==> src/rtl/bcd_countdown.sv <==
// rtl/bcd_countdown.sv - multi-digit BCD countdown timer with terminal-count borrow pulse
// Optional feature macro: BCD_COUNTDOWN_RELOAD_EN (auto-reload from the load value on terminal count)
module bcd_countdown #(
    parameter int DIGITS = 4
) (
    input  logic                clock,
    input  logic                reset_,
    input  logic                load,
    input  logic [4*DIGITS-1:0] din,
    input  logic                start,
    input  logic                stop,
    input  logic                ei,
    output logic [4*DIGITS-1:0] q,
    output logic                busy,
    output logic                done,
    output logic                bu
);

    localparam int W = 4 * DIGITS;

    typedef enum logic [1:0] {
        ST_IDLE = 2'd0,
        ST_RUN  = 2'd1,
        ST_DONE = 2'd2
    } state_t;

    state_t         state_q, state_d;
    logic [W-1:0]   cnt_q, cnt_d;
    logic           busy_q, busy_d;
    logic           done_q, done_d;
    logic           bu_q, bu_d;
    logic [W-1:0]   din_sat;
    logic [W-1:0]   cnt_dec;
    logic           dec_borrow;
    logic           reload_hit;
    logic [W-1:0]   reload_val;

`ifdef BCD_COUNTDOWN_RELOAD_EN
    logic [W-1:0]   reload_q, reload_d;

    // Auto-reload only applies when a non-zero start value was captured
    always_comb begin
        reload_hit = (reload_q != '0);
        reload_val = reload_q;
    end
`else
    // Without auto-reload the terminal count always lands in DONE
    always_comb begin
        reload_hit = 1'b0;
        reload_val = '0;
    end
`endif

    // Clamp each incoming digit to 9 so the counter only ever holds legal BCD
    always_comb begin
        din_sat = '0;
        for (int i = 0; i < DIGITS; i++) begin
            din_sat[4*i +: 4] = (din[4*i +: 4] > 4'd9) ? 4'd9 : din[4*i +: 4];
        end
    end

    // BCD minus one: a zero digit becomes 9 and passes the borrow upward in the same cycle
    always_comb begin
        cnt_dec    = cnt_q;
        dec_borrow = 1'b1;
        for (int i = 0; i < DIGITS; i++) begin
            if (dec_borrow) begin
                if (cnt_q[4*i +: 4] == 4'd0) begin
                    cnt_dec[4*i +: 4] = 4'd9;
                end else begin
                    cnt_dec[4*i +: 4] = cnt_q[4*i +: 4] - 4'd1;
                    dec_borrow        = 1'b0;
                end
            end
        end
    end

    // Next state, next count and the borrow pulse; priorities: load > stop > start, stop > ei
    always_comb begin
        state_d = state_q;
        cnt_d   = cnt_q;
        bu_d    = 1'b0;
`ifdef BCD_COUNTDOWN_RELOAD_EN
        reload_d = reload_q;
`endif
        case (state_q)
            ST_IDLE: begin
                if (load) begin
                    cnt_d = din_sat;
`ifdef BCD_COUNTDOWN_RELOAD_EN
                    reload_d = din_sat;
`endif
                end else if (start) begin
                    if (cnt_q != '0) begin
                        state_d = ST_RUN;
                    end else begin
                        state_d = ST_DONE;
                        bu_d    = 1'b1;
                    end
                end
            end
            ST_RUN: begin
                if (stop) begin
                    state_d = ST_IDLE;
                end else if (ei) begin
                    if (cnt_dec == '0) begin
                        bu_d = 1'b1;
                        if (reload_hit) begin
                            cnt_d = reload_val;
                        end else begin
                            cnt_d   = '0;
                            state_d = ST_DONE;
                        end
                    end else begin
                        cnt_d = cnt_dec;
                    end
                end
            end
            ST_DONE: begin
                if (load) begin
                    cnt_d   = din_sat;
                    state_d = ST_IDLE;
`ifdef BCD_COUNTDOWN_RELOAD_EN
                    reload_d = din_sat;
`endif
                end else if (stop) begin
                    state_d = ST_IDLE;
                end else if (start) begin
                    bu_d = 1'b1;
                end
            end
            default: begin
                state_d = ST_IDLE;
            end
        endcase
        busy_d = (state_d == ST_RUN);
        done_d = (state_d == ST_DONE);
    end

    // Registered state, count and decoded status outputs
    always_ff @(posedge clock or negedge reset_) begin
        if (!reset_) begin
            state_q <= ST_IDLE;
            cnt_q   <= '0;
            busy_q  <= 1'b0;
            done_q  <= 1'b0;
            bu_q    <= 1'b0;
        end else begin
            state_q <= state_d;
            cnt_q   <= cnt_d;
            busy_q  <= busy_d;
            done_q  <= done_d;
            bu_q    <= bu_d;
        end
    end

`ifdef BCD_COUNTDOWN_RELOAD_EN
    // Start value remembered for auto-reload
    always_ff @(posedge clock or negedge reset_) begin
        if (!reset_) begin
            reload_q <= '0;
        end else begin
            reload_q <= reload_d;
        end
    end
`endif

    assign q    = cnt_q;
    assign busy = busy_q;
    assign done = done_q;
    assign bu   = bu_q;

endmodule
==> config.mk <==
export PLATFORM = sky130hd
export DESIGN_NAME = bcd_countdown
export DESIGN_NICKNAME = d
export VERILOG_FILES = /design/src/rtl/bcd_countdown.sv
export SDC_FILE = /design/constraint.sdc
export NUM_CORES = 1
export LEC_CHECK = 0
export BUFFER_PORTS_ARGS = -buffer_cell sky130_fd_sc_hd__buf_2
export CELL_PAD_IN_SITES_DETAIL_PLACEMENT = 0
export CELL_PAD_IN_SITES_GLOBAL_PLACEMENT = 1
export CORE_MARGIN = 8
export CORE_UTILIZATION = 39
export DETAILED_ROUTE_END_ITERATION = 6
export PLACE_DENSITY = 0.95
export SYNTH_ARGS = -nofsm -noshare
export SYNTH_HDL_FRONTEND = slang
export SYNTH_SLANG_ARGS = --single-unit
export TNS_END_PERCENT = 100
==> constraint.sdc <==
create_clock -name clock -period 3.2 [get_ports clock]
set_input_delay 0.64 -clock clock [delete_from_list [all_inputs] [get_ports clock]]
set_output_delay 0.64 -clock clock [all_outputs]
set_load 0.005 [all_outputs]
After elaboration in Yosys (flattened, before gate mapping) --
Index checks and enable logic that the tools add are counted.
Storage, ports and cells: register bits 21, input bits 22, output and inout bits 19, logic and storage cells 70
Operators by class: $add $sub $neg 4, order comparisons 4, equal/unequal tests 7, muxes and demuxes 40, reductions and logical operators 10
Operator list (count):
- 16-bit two-way mux | 4
- 4-bit two-way mux | 11
- 16-bit one-hot mux with 2 select lines | 1
- 4-bit > comparator, second input constant | 4
- 16-bit zero test | 1
- 4-bit zero test | 4
- 2-bit two-way mux | 8
- 16-bit nonzero test | 1
- 4-bit by 1-bit subtractor with 4-bit output, second input constant | 4
- 1-bit two-way mux | 14
- 2-bit one-hot mux with 3 select lines | 1
- 2-bit by 1-bit equality test with 1-bit output, second input constant | 2
- 2-bit equality test, second input constant | 2
- 2-bit inequality test, second input constant | 2
- 4-bit AND reduction | 1
- 1-bit one-hot mux with 3 select lines | 1
- 2-bit zero test | 1
- 2-bit by 1-bit inequality test with 1-bit output, second input constant | 1
- 2-bit nonzero test | 1
- 2-bit OR reduction | 1

Depth between registers and ports, before layout --
Gate-level depths: netlist (run 1).
depth in word-level cells 11, depth in mapped cells 7, depth with buffers taken out 4

Worst setup path before layout (run 1) --
OpenSTA, ideal clock, no wires.
path kind flip-flop to flip-flop, start point register cnt_q[1], in the netlist q[1], end point register cnt_q[14], in the netlist q[14], setup time 133 ps, arrival time 1847 ps, data required time 3067 ps, setup slack 1219 ps, cell stages (with the launch flop) 7, path buffers 2, period minus slack after synthesis 1981 ps, cell sequence dfrtp_1 -> or4_1 -> buf_2 -> or3_1 -> buf_2 -> o311ai_1 -> nand3_1
Between the ends: longest elaborated chain between the ends 10, elaborated cells on any way between the ends 14, classes of those cells add/sub (1); mux (11); reduce/logical (2)
Ends and longest elaborated chain:
- start: declaration | RTL line 28 | logic [W-1:0] cnt_q, cnt_d;
- start signal: assignment | RTL line 150 | cnt_q <= cnt_d;
- 4-bit zero test | RTL line 68 | if (cnt_q[4*i +: 4] == 4'd0) begin
- 1-bit two-way mux | RTL line 68
- 1-bit two-way mux (2 in a row) | RTL line 67 | if (dec_borrow) begin
- 4-bit two-way mux | RTL line 67
- 16-bit zero test | RTL line 106 | if (cnt_dec == '0) begin
- 16-bit two-way mux (*) | RTL line 106
- 16-bit two-way mux (*) | RTL line 105 | end else if (ei) begin
- 16-bit two-way mux (*) | RTL line 103 | if (stop) begin
- 16-bit one-hot mux with 2 select lines (*) | RTL line 86 | case (state_q)
Every way passes the cells marked *; elsewhere a longest branch is shown, timed or not. The select of a mux whose other input is x is not followed. A chain may end at the register's enable or synchronous reset.

Worst setup path in the final report (run 1) --
Ends and elaborated chain as after synthesis.

==> results.ini, run 1 <==
[outcome]
status=finished, final reports clean

[place]
dpl.hpwl_um=2788
place_area_um2=1538
dpl.cell_count=233
gp_congestion=0.8091
io_buffers=40
place_ws_ps=951.1

[routing]
dr.pass1.iters=4
vias=1367
postRouteAntennaNets=0
wire_per_inst_um=15.42
route.detailed.vias_per_inst=5.768
drc=0
drt_iter0_drc=60
routed_wl_um=3654

[clocking]
cts_resized=0
path_clk_slew_ps=120
cts_buffers=3
cts.root.buffer_cell=clkbuf_4
tritoncts=yes
hold_buffers=0
cts_setup_buffers=0
htreeDepth=1
clk_latency_ps=310
cts.sinks=21
cts_max_path_buffers=2

[yosys]
synth_flop_cell=dfrtp_1
syn_nets=176
synth_warnings=0
synth_area_um2=1305
syn_inst=154
synthArstFlopShare_pct=100.0
synth.top_cells.by_area=dfrtp_1 (40%), o21ai_0 (5.4%), nor2_1 (4.6%), nor4_1 (4.3%), a21oi_1 (3.5%)
synth-seq-cells=21
syn_area_per_cell_um2=8.474
synth_edf_count=0
synthDistinctLibCells=43
ys_seq_area_share_pct=40.27
yosys.area.top_type=dfrtp_1
synth_top_area_share_pct=40.27

[global_routing]
grt_usage_pct=13.68
grt_pass1_vias=1279
grt_max_degree=22
grt_first_pass_wirelength_um=5927
overflow=0
antenna_found_initial=0

[sta]
setup_slack_ps=944.2
period_share_pct=70.49
finalSetupViolCount=0
timing.slew.headroom_pct=47.94
finalHoldViolations=0
fmax_mhz=443.3
tns_ps=0
slew_violations=0
rsz0062_at_grt=false
finClkSkew_ps=10.96
fin_crit_ps=2256
worst_pin_slew_ps=773.8

[floorplan]
core_um2=3284
fp.dieW_um=73.85
die_height_um=73.85
start_util_pct=39.73
rows=21
dieArea_um2=5453
io_pins=41

[setup_path]
critical_path_arrival_ps=2450
start_kind=flop
critPathMaxFanout=10
criticalPathCategory=reg2reg
worstPathRequired_ps=3390
cp-end-kind=flop

[pwr]
power.internal_uw=492.7
leakage_nw=0.6887
power_density_nw_per_um2=527.9
power.switching_uw=333.6
swShare_pct=40.37
vdd_drop_max_mv=0.1517
combPwrFrac_pct=32.0
clkPwrFrac_pct=15.5
seqPwrFrac_pct=52.5

[cells_and_area]
final_common_cell=buf_2
final_core_util_pct=47.66
area_delta_synth_final_pct=19.94
instances_no_fill=237
fillers=337
drive_gt1_share_pct=24.61
finalNetCount=214
most-common-layout-cells=buf_2 (40), dfrtp_1 (21), nor2_1 (16)
n_antenna_cell=0
final_area_um2=1565

[worst_hold_path]
hold_path.class=in2async

[job]
max_cap_viol_count=0

[final cells by class]
| type | instances | area (µm²) | share of cell area (%) |
|---|---|---|---|
| clock inverter | 1 | 5.005 | 0.3197 |
| timing repair buffer | 41 | 207.7 | 13.27 |
| inverter | 6 | 22.52 | 1.439 |
| multi-input combinational | 119 | 724.4 | 46.28 |
| sequential | 21 | 525.5 | 33.57 |
| tap | 46 | 57.56 | 3.677 |
| clock buffer | 3 | 22.52 | 1.439 |
[path summary, 6_finish.rpt]
kind,to,cells after the start,start,slack [ps]
worst max-delay path,q[14],4,q[1],940
max in group asynchronous,q[6],1,reset_,2600
worst max register to register,q[14],4,q[1],940
worst min register to register,busy,1,state_q[1],520
worst min-delay path,q[9],1,reset_,260
min in group clock,busy,1,state_q[1],520
[metal layers]
layer / share of wire (%) / wire length (µm) / track usage [%] / vias up
met1: 44 / 1605 / 17.47 / 639
li1: - / - / - / 670
met5: 0 / 0 / 0 / -
met3: 7.7 / 281 / 1.364 / 5
met4: 1.7 / 61 / 5.987 / 0
met2: 47 / 1706 / 22.54 / 53
[stage by stage]
| step | hold slack (ps) | power (mW) |
|---|---|---|
| 2_1_floorplan | 344.4 | 0.5672 |
| 3_3_place_gp | 498.1 | 0.6973 |
| 3_5_place_dp | 511.9 | 0.7043 |
| 4_1_cts | 275.2 | 0.8320 |
| 5_1_grt | 298.2 | 0.8831 |
| 6_report | 263.4 | 0.8262 |
[power groups by stage]
stage	logic (mW)	registers, mW	clock network [mW]
6_report	0.264	0.434	0.128
5_1_grt	0.298	0.446	0.139
4_1_cts	0.269	0.431	0.132
3_5_place_dp	0.268	0.436	0
3_3_place_gp	0.267	0.430	0
2_1_floorplan	0.155	0.413	0
[registers in the layout, summed over array words and instances, names as in the netlist]
name / cells
bu: 1
busy: 1
done: 1
q: 16
state_q: 2
[worst max-delay path, stage by stage (launching register included)]
cell and delay, ps:
dfrtp_1 480, or4_1 710, or3_1 480, o311ai_1 330
nand3_1 140
[synth_stat cells (2+ instances only)]
library cell and n:
a211o_1 2, a21oi_1 9, a221o_1 2, a22oi_1 2
a31oi_1 2, and3_1 4, buf_2 2, clkbuf_1 6
dfrtp_1 21, inv_1 6, nand2_1 10, nand2b_1 2
nand3_1 5, nand3b_1 3, nand4_1 2, nor2_1 16
nor3_1 5, nor4_1 9, o211ai_1 3, o21ai_0 14
o22ai_1 3, o311ai_1 2, or3_1 2, or4_1 3
[logic make-up (layout without fill, tap and decap cells)]
family / count (synthesis) / count (layout) / synth area share (%)
multiplexers: 2 / 2 / 1.630
flip-flops: 21 / 21 / 40.27
buffers and inverters: 14 / 51 / 4.218
AO/OA/AOI/OAI: 50 / 50 / 26.27
AND/OR/NAND/NOR: 67 / 67 / 27.61
Power figures use the tool's default switching activity.
==> run 2, diff against run 1 <==
--- a/config.mk
+++ b/config.mk
@@ -5,13 +5,14 @@
 export SDC_FILE = /design/constraint.sdc
 export NUM_CORES = 1
 export LEC_CHECK = 0
+export ABC_AREA = 1
 export BUFFER_PORTS_ARGS = -buffer_cell sky130_fd_sc_hd__buf_2
 export CELL_PAD_IN_SITES_DETAIL_PLACEMENT = 0
 export CELL_PAD_IN_SITES_GLOBAL_PLACEMENT = 1
 export CORE_MARGIN = 8
-export CORE_UTILIZATION = 39
+export CORE_UTILIZATION = 35
 export DETAILED_ROUTE_END_ITERATION = 6
-export PLACE_DENSITY = 0.95
+export PLACE_DENSITY = 0.9
 export SYNTH_ARGS = -nofsm -noshare
 export SYNTH_HDL_FRONTEND = slang
 export SYNTH_SLANG_ARGS = --single-unit
==> constraint.sdc (replaced) <==
create_clock -name clock -period 2.1 [get_ports clock]
set_input_delay 0.42 -clock clock [delete_from_list [all_inputs] [get_ports clock]]
set_output_delay 0.42 -clock clock [all_outputs]
set_load 0.005 [all_outputs]
==> results.ini, run 2 <==
[yosys]
synth-seq-cells=21
ys_seq_area_share_pct=37.94
syn_area_per_cell_um2=6.891
synth_top_area_share_pct=37.94
synth_warnings=0
synth_edf_count=0
yosysMostFrequentCell=nand2_1
syn_inst=201
synth_flop_cell=dfrtp_1
syn_nets=223
synth_common_cells=nand2_1 (57), nor2_1 (24), dfrtp_1 (21), inv_1 (20), o21ai_0 (20)
synth.top_cells.by_area=dfrtp_1 (38%), nand2_1 (15%), o21ai_0 (7.2%), nor2_1 (6.5%), inv_1 (5.4%)
yosys.area.top_type=dfrtp_1
synthDistinctLibCells=27
synthArstFlopShare_pct=100.0
synth_area_um2=1385

[routing]
drc=0
routed_wl_um=3784
route.detailed.vias_per_inst=4.823
drt_iter0_drc=100
postRouteAntennaNets=0
vias=1413
dr.pass1.iters=4
wire_per_inst_um=12.91

[clocking]
cts_resized=0
cts_setup_buffers=0
tritoncts=yes
path_clk_slew_ps=80
htreeDepth=1
cts_buffers=3
cts.sinks=21
cts.root.buffer_cell=clkbuf_8
clk_latency_ps=270
cts_max_path_buffers=2
hold_buffers=0

[setup_path]
critical_path_arrival_ps=1910
crit_family=simple AND/OR/NAND/NOR gates
r2r_setup_slack_ps=350
crit_chain=nor2_2 -> nand2_1 -> nor2_8 -> nand2_2 -> o21ai_2 -> nand2_1 -> nor2_2 -> nand3_1 -> nand2_1 -> nand2_1
r2r-end=busy
rr_worst_depth=10
start_kind=flop
cp-end-kind=flop
crit_top_cell=nand2_1
critPathMaxFanout=9
criticalPathCategory=reg2reg
path_buf_inv=0
slowest_delay_ps=420
r2r_start=q[4]
worstPathRequired_ps=2260
critPathSlowestCell=dfrtp_1

[floorplan]
rows=23
io_pins=41
core_um2=3914
start_util_pct=35.39
fp.dieW_um=78.91
dieArea_um2=6226
die_height_um=78.91

[global_routing]
antenna_found_initial=0
overflow=0
grt_max_degree=22
grt_first_pass_wirelength_um=6527
grt_usage_pct=12.67
grt_pass1_vias=1487

[sta]
slew_violations=0
fin_crit_ps=1752
finalSetupViolCount=0
worst_pin_slew_ps=576.8
timing.slew.headroom_pct=61.55
finalHoldViolations=0
period_share_pct=83.42
tns_ps=0
rsz0062_at_grt=false
fmax_mhz=570.8
finClkSkew_ps=4.517
timing.hold.ws_ps=118.7

[cells_and_area]
area_delta_synth_final_pct=22.22
instances_no_fill=293
final_area_um2=1693
drive_gt1_share_pct=24.28
finalNetCount=266
final_common_cell=nand2_1
largest_register_ffs=16
most-common-layout-cells=nand2_1 (57), buf_2 (40), nor2_1 (24)
n_antenna_cell=0

[place]
dpl.hpwl_um=2945
place_area_um2=1648
dpl.cell_count=289
io_buffers=40
gp_congestion=0.8520

[pwr]
total_power_mw=1.422
vdd_drop_max_mv=0.3446
power_density_nw_per_um2=840.0
leakage_nw=0.9098

[job]
max_cap_viol_count=0

[worst_hold_path]
hold_path.class=in2async

[outcome]
status=finished, final reports clean

-- run 2: cell types whose count changed after synthesis, sizes merged, moves of 3 or more --
cell,delta
a22oi,+5
and3,-4
clkbuf,-5
inv,+16
nand2,+50
nand3,+6
nand4,+3
nor2,+14
nor3,-5
nor4,-9
o211ai,-3
o21ai,+8
o22ai,-3
or4,-3
-- run 2: where the power goes --
part,switching (mW),total (mW),leakage [nW],internal (mW)
registers,0.102,0.586,0.259,0.484
logic,0.345,0.561,0.628,0.217
clock network,0.139,0.275,0.0228,0.136
-- run 2: routing by layer --
| metal | track usage (%) | wire [µm] | vias to the layer above |
|---|---|---|---|
| li1 | - | - | 752 |
| met1 | 15.29 | 1788 | 616 |
| met2 | 21.46 | 1707 | 38 |
| met3 | 2.822 | 221 | 7 |
| met4 | 4.815 | 66 | 0 |
| met5 | 0 | 0 | - |
-- run 2: cell type report --
type                            count  area, µm²
Tap cell                           50      62.56
Clock buffer                        4      45.04
Sequential cell                    21      525.5
Inverter                           22      82.58
Multi-Input combinational cell    153      754.5
Fill cell                         447       2221
Timing Repair Buffer               43      222.7
-- run 2: how the worst max path moves through the flow --
stage / start / end / depth (start not counted)
2_1_floorplan: q[1] / busy / 10
3_3_place_gp: q[1] / busy / 10
3_5_place_dp: q[1] / busy / 10
4_1_cts: q[1] / busy / 10
5_1_grt: q[9] / busy / 9
6_report: q[4] / busy / 10
-- run 2: kinds of logic (layout without fill, tap and decap cells) --
kind of cell | Yosys count | count (layout) | synth area share [%]
simple gates | 108 | 108 | 35.32
flops | 21 | 21 | 37.94
buf+inv | 27 | 69 | 7.587
compound gates | 45 | 45 | 19.15
-- run 2: per-stage QoR --
step                util (%)  setup WS (ps)
global route           43.25          106.4
CTS                    43.25          347.3
global placement       42.10          342.6
finish                 43.25          348.1
detailed placement     42.10          352.9
floorplan                  -          573.7
==> run 3, diff against run 2 <==
--- a/config.mk
+++ b/config.mk
@@ -5,14 +5,14 @@
 export SDC_FILE = /design/constraint.sdc
 export NUM_CORES = 1
 export LEC_CHECK = 0
-export ABC_AREA = 1
+export ABC_AREA = 0
 export BUFFER_PORTS_ARGS = -buffer_cell sky130_fd_sc_hd__buf_2
 export CELL_PAD_IN_SITES_DETAIL_PLACEMENT = 0
 export CELL_PAD_IN_SITES_GLOBAL_PLACEMENT = 1
 export CORE_MARGIN = 8
-export CORE_UTILIZATION = 35
+export CORE_UTILIZATION = 33
 export DETAILED_ROUTE_END_ITERATION = 6
-export PLACE_DENSITY = 0.9
+export PLACE_DENSITY = 0.87
 export SYNTH_ARGS = -nofsm -noshare
 export SYNTH_HDL_FRONTEND = slang
 export SYNTH_SLANG_ARGS = --single-unit
==> constraint.sdc (replaced) <==
create_clock -name clock -period 1.6 [get_ports clock]
set_input_delay 0.32 -clock clock [delete_from_list [all_inputs] [get_ports clock]]
set_output_delay 0.32 -clock clock [all_outputs]
set_load 0.005 [all_outputs]
==> results.ini, run 3 (same netlist as run 1, synthesis figures left out) <==
[outcome]
status=complete, but fails checks
violations=setup timing

[pwr]
swShare_pct=38.83
combPwrFrac_pct=50.9
leakage_nw=0.9403
vdd_drop_max_mv=0.5085
power_density_nw_per_um2=1055
power.switching_uw=854.8
seqPwrFrac_pct=33.0
power.internal_mw=1.346
clkPwrFrac_pct=16.1

[cells_and_area]
most-common-layout-cells=buf_2 (40), buf_4 (32), dfrtp_1 (21)
largest_register_ffs=16
finalNetCount=253
n_antenna_cell=0
drive_gt1_share_pct=47.39
final_core_util_pct=53.32
final_common_cell=buf_2
area_delta_synth_final_pct=59.92

[sta]
finalSetupViolCount=15
finalHoldViolations=0
fin_crit_ps=1885
rsz0062_at_grt=true
setup_slack_ps=-285.3
period_share_pct=117.8
timing.hold.ws_ps=10.89
worst_pin_slew_ps=488.8
fmax_mhz=530.4
finClkSkew_ps=2.250
slew_violations=0
timing.slew.headroom_pct=67.41

[global_routing]
grt_pass1_vias=1603
overflow=0
antenna_found_initial=0
grt_max_degree=25
grt_usage_pct=14.17
grt_first_pass_wirelength_um=7327

[floorplan]
dieArea_um2=6223
fp.dieW_um=78.89
io_pins=41
die_height_um=78.89
start_util_pct=33.34
rows=23
core_um2=3914

[routing]
drc=0
route.detailed.vias_per_inst=5.682
postRouteAntennaNets=0
routed_wl_um=4630
vias=1591
drt_iter0_drc=127
dr.pass1.iters=4
wire_per_inst_um=16.54

[setup_path]
r2r-end=q[14]
critPathMaxFanout=6
worstPathRequired_ps=1730
slowest_delay_ps=560
start_kind=flop
cp-end-kind=flop
critPathSlowestCell=or4_4
rr_worst_depth=4
criticalPathCategory=reg2reg
r2r_setup_slack_ps=-290
r2r_start=q[0]
critical_path_arrival_ps=2020
crit_chain=or4_4 -> or3_4 -> o311ai_2 -> nand3_1

[place]
io_buffers=40
gp_congestion=0.8458
dpl.hpwl_um=3131

[clocking]
cts_buffers=3
htreeDepth=1
path_clk_slew_ps=80
tritoncts=yes
cts.sinks=21
cts.root.buffer_cell=clkbuf_8
cts_max_path_buffers=2
clk_latency_ps=260

[worst_hold_path]
hold_path.class=in2async

[job]
max_cap_viol_count=0

==> run 3: metal layers <==
layer	GRT usage (%)	wire length, µm
met1	18.15	2075
met2	23.12	2240
met3	3.612	260
met4	3.704	53
met5	0	0
==> run 3: through the flow <==
| step | cells | setup WS (ps) | TNS, ps | total power, mW | cell area (µm²) |
|---|---|---|---|---|---|
| after floorplan | 154 | -380.5 | -3253 | 1.135 | 1306 |
| after global placement | 267 | -318.6 | -3318 | 1.604 | 1768 |
| after detailed placement | 267 | -366.2 | -3620 | 1.616 | 1768 |
| after CTS | 275 | -243.4 | -2237 | 2.078 | 1968 |
| after global routing | 280 | -341.1 | -3628 | 2.341 | 2087 |
| final | 280 | -285.3 | -2608 | 2.201 | 2087 |
==> run 3: how the worst max path moves through the flow <==
stage / start / endpoint / slack (ps) / cells after the start
2_1_floorplan: q[1] / q[14] / -380 / 6
3_3_place_gp: q[7] / q[14] / -320 / 4
3_5_place_dp: q[7] / q[14] / -370 / 4
4_1_cts: q[1] / q[14] / -240 / 4
5_1_grt: q[0] / q[11] / -340 / 6
6_report: q[0] / q[14] / -290 / 4
==> run 3: critical path: cells and delay by family, from the launching register on <==
family	cells	cell delay, ps
flip-flops	1	400
AO/OA/AOI/OAI	1	240
AND/OR/NAND/NOR	3	1130
==> run 3: cell type report <==
| class | count | area, µm² |
|---|---|---|
| fillers | 374 | 1827 |
| repair buffers | 80 | 530.5 |
| well taps | 50 | 62.56 |
| multi-input cells | 119 | 899.6 |
| clock inverters | 1 | 5.005 |
| clock buffers | 3 | 41.29 |
| inverters | 6 | 22.52 |
| flip-flops and latches | 21 | 525.5 |
==> run 3: power groups by stage <==
| stage | logic (mW) | clock network, mW | registers, mW |
|---|---|---|---|
| after global routing | 1.22 | 0.380 | 0.740 |
| after CTS | 0.999 | 0.361 | 0.719 |
| after detailed placement | 0.896 | 0 | 0.720 |
| after global placement | 0.887 | 0 | 0.717 |
| after floorplan | 0.310 | 0 | 0.825 |
| final | 1.12 | 0.355 | 0.726 |
==> run 3: timing repair <==
item	CTS	global route
pin swaps	2	11
hold buffers	0	0
buffers inserted	5	5
cloned	0	0
resized for setup	24	20
setup endpoints to repair	18	19
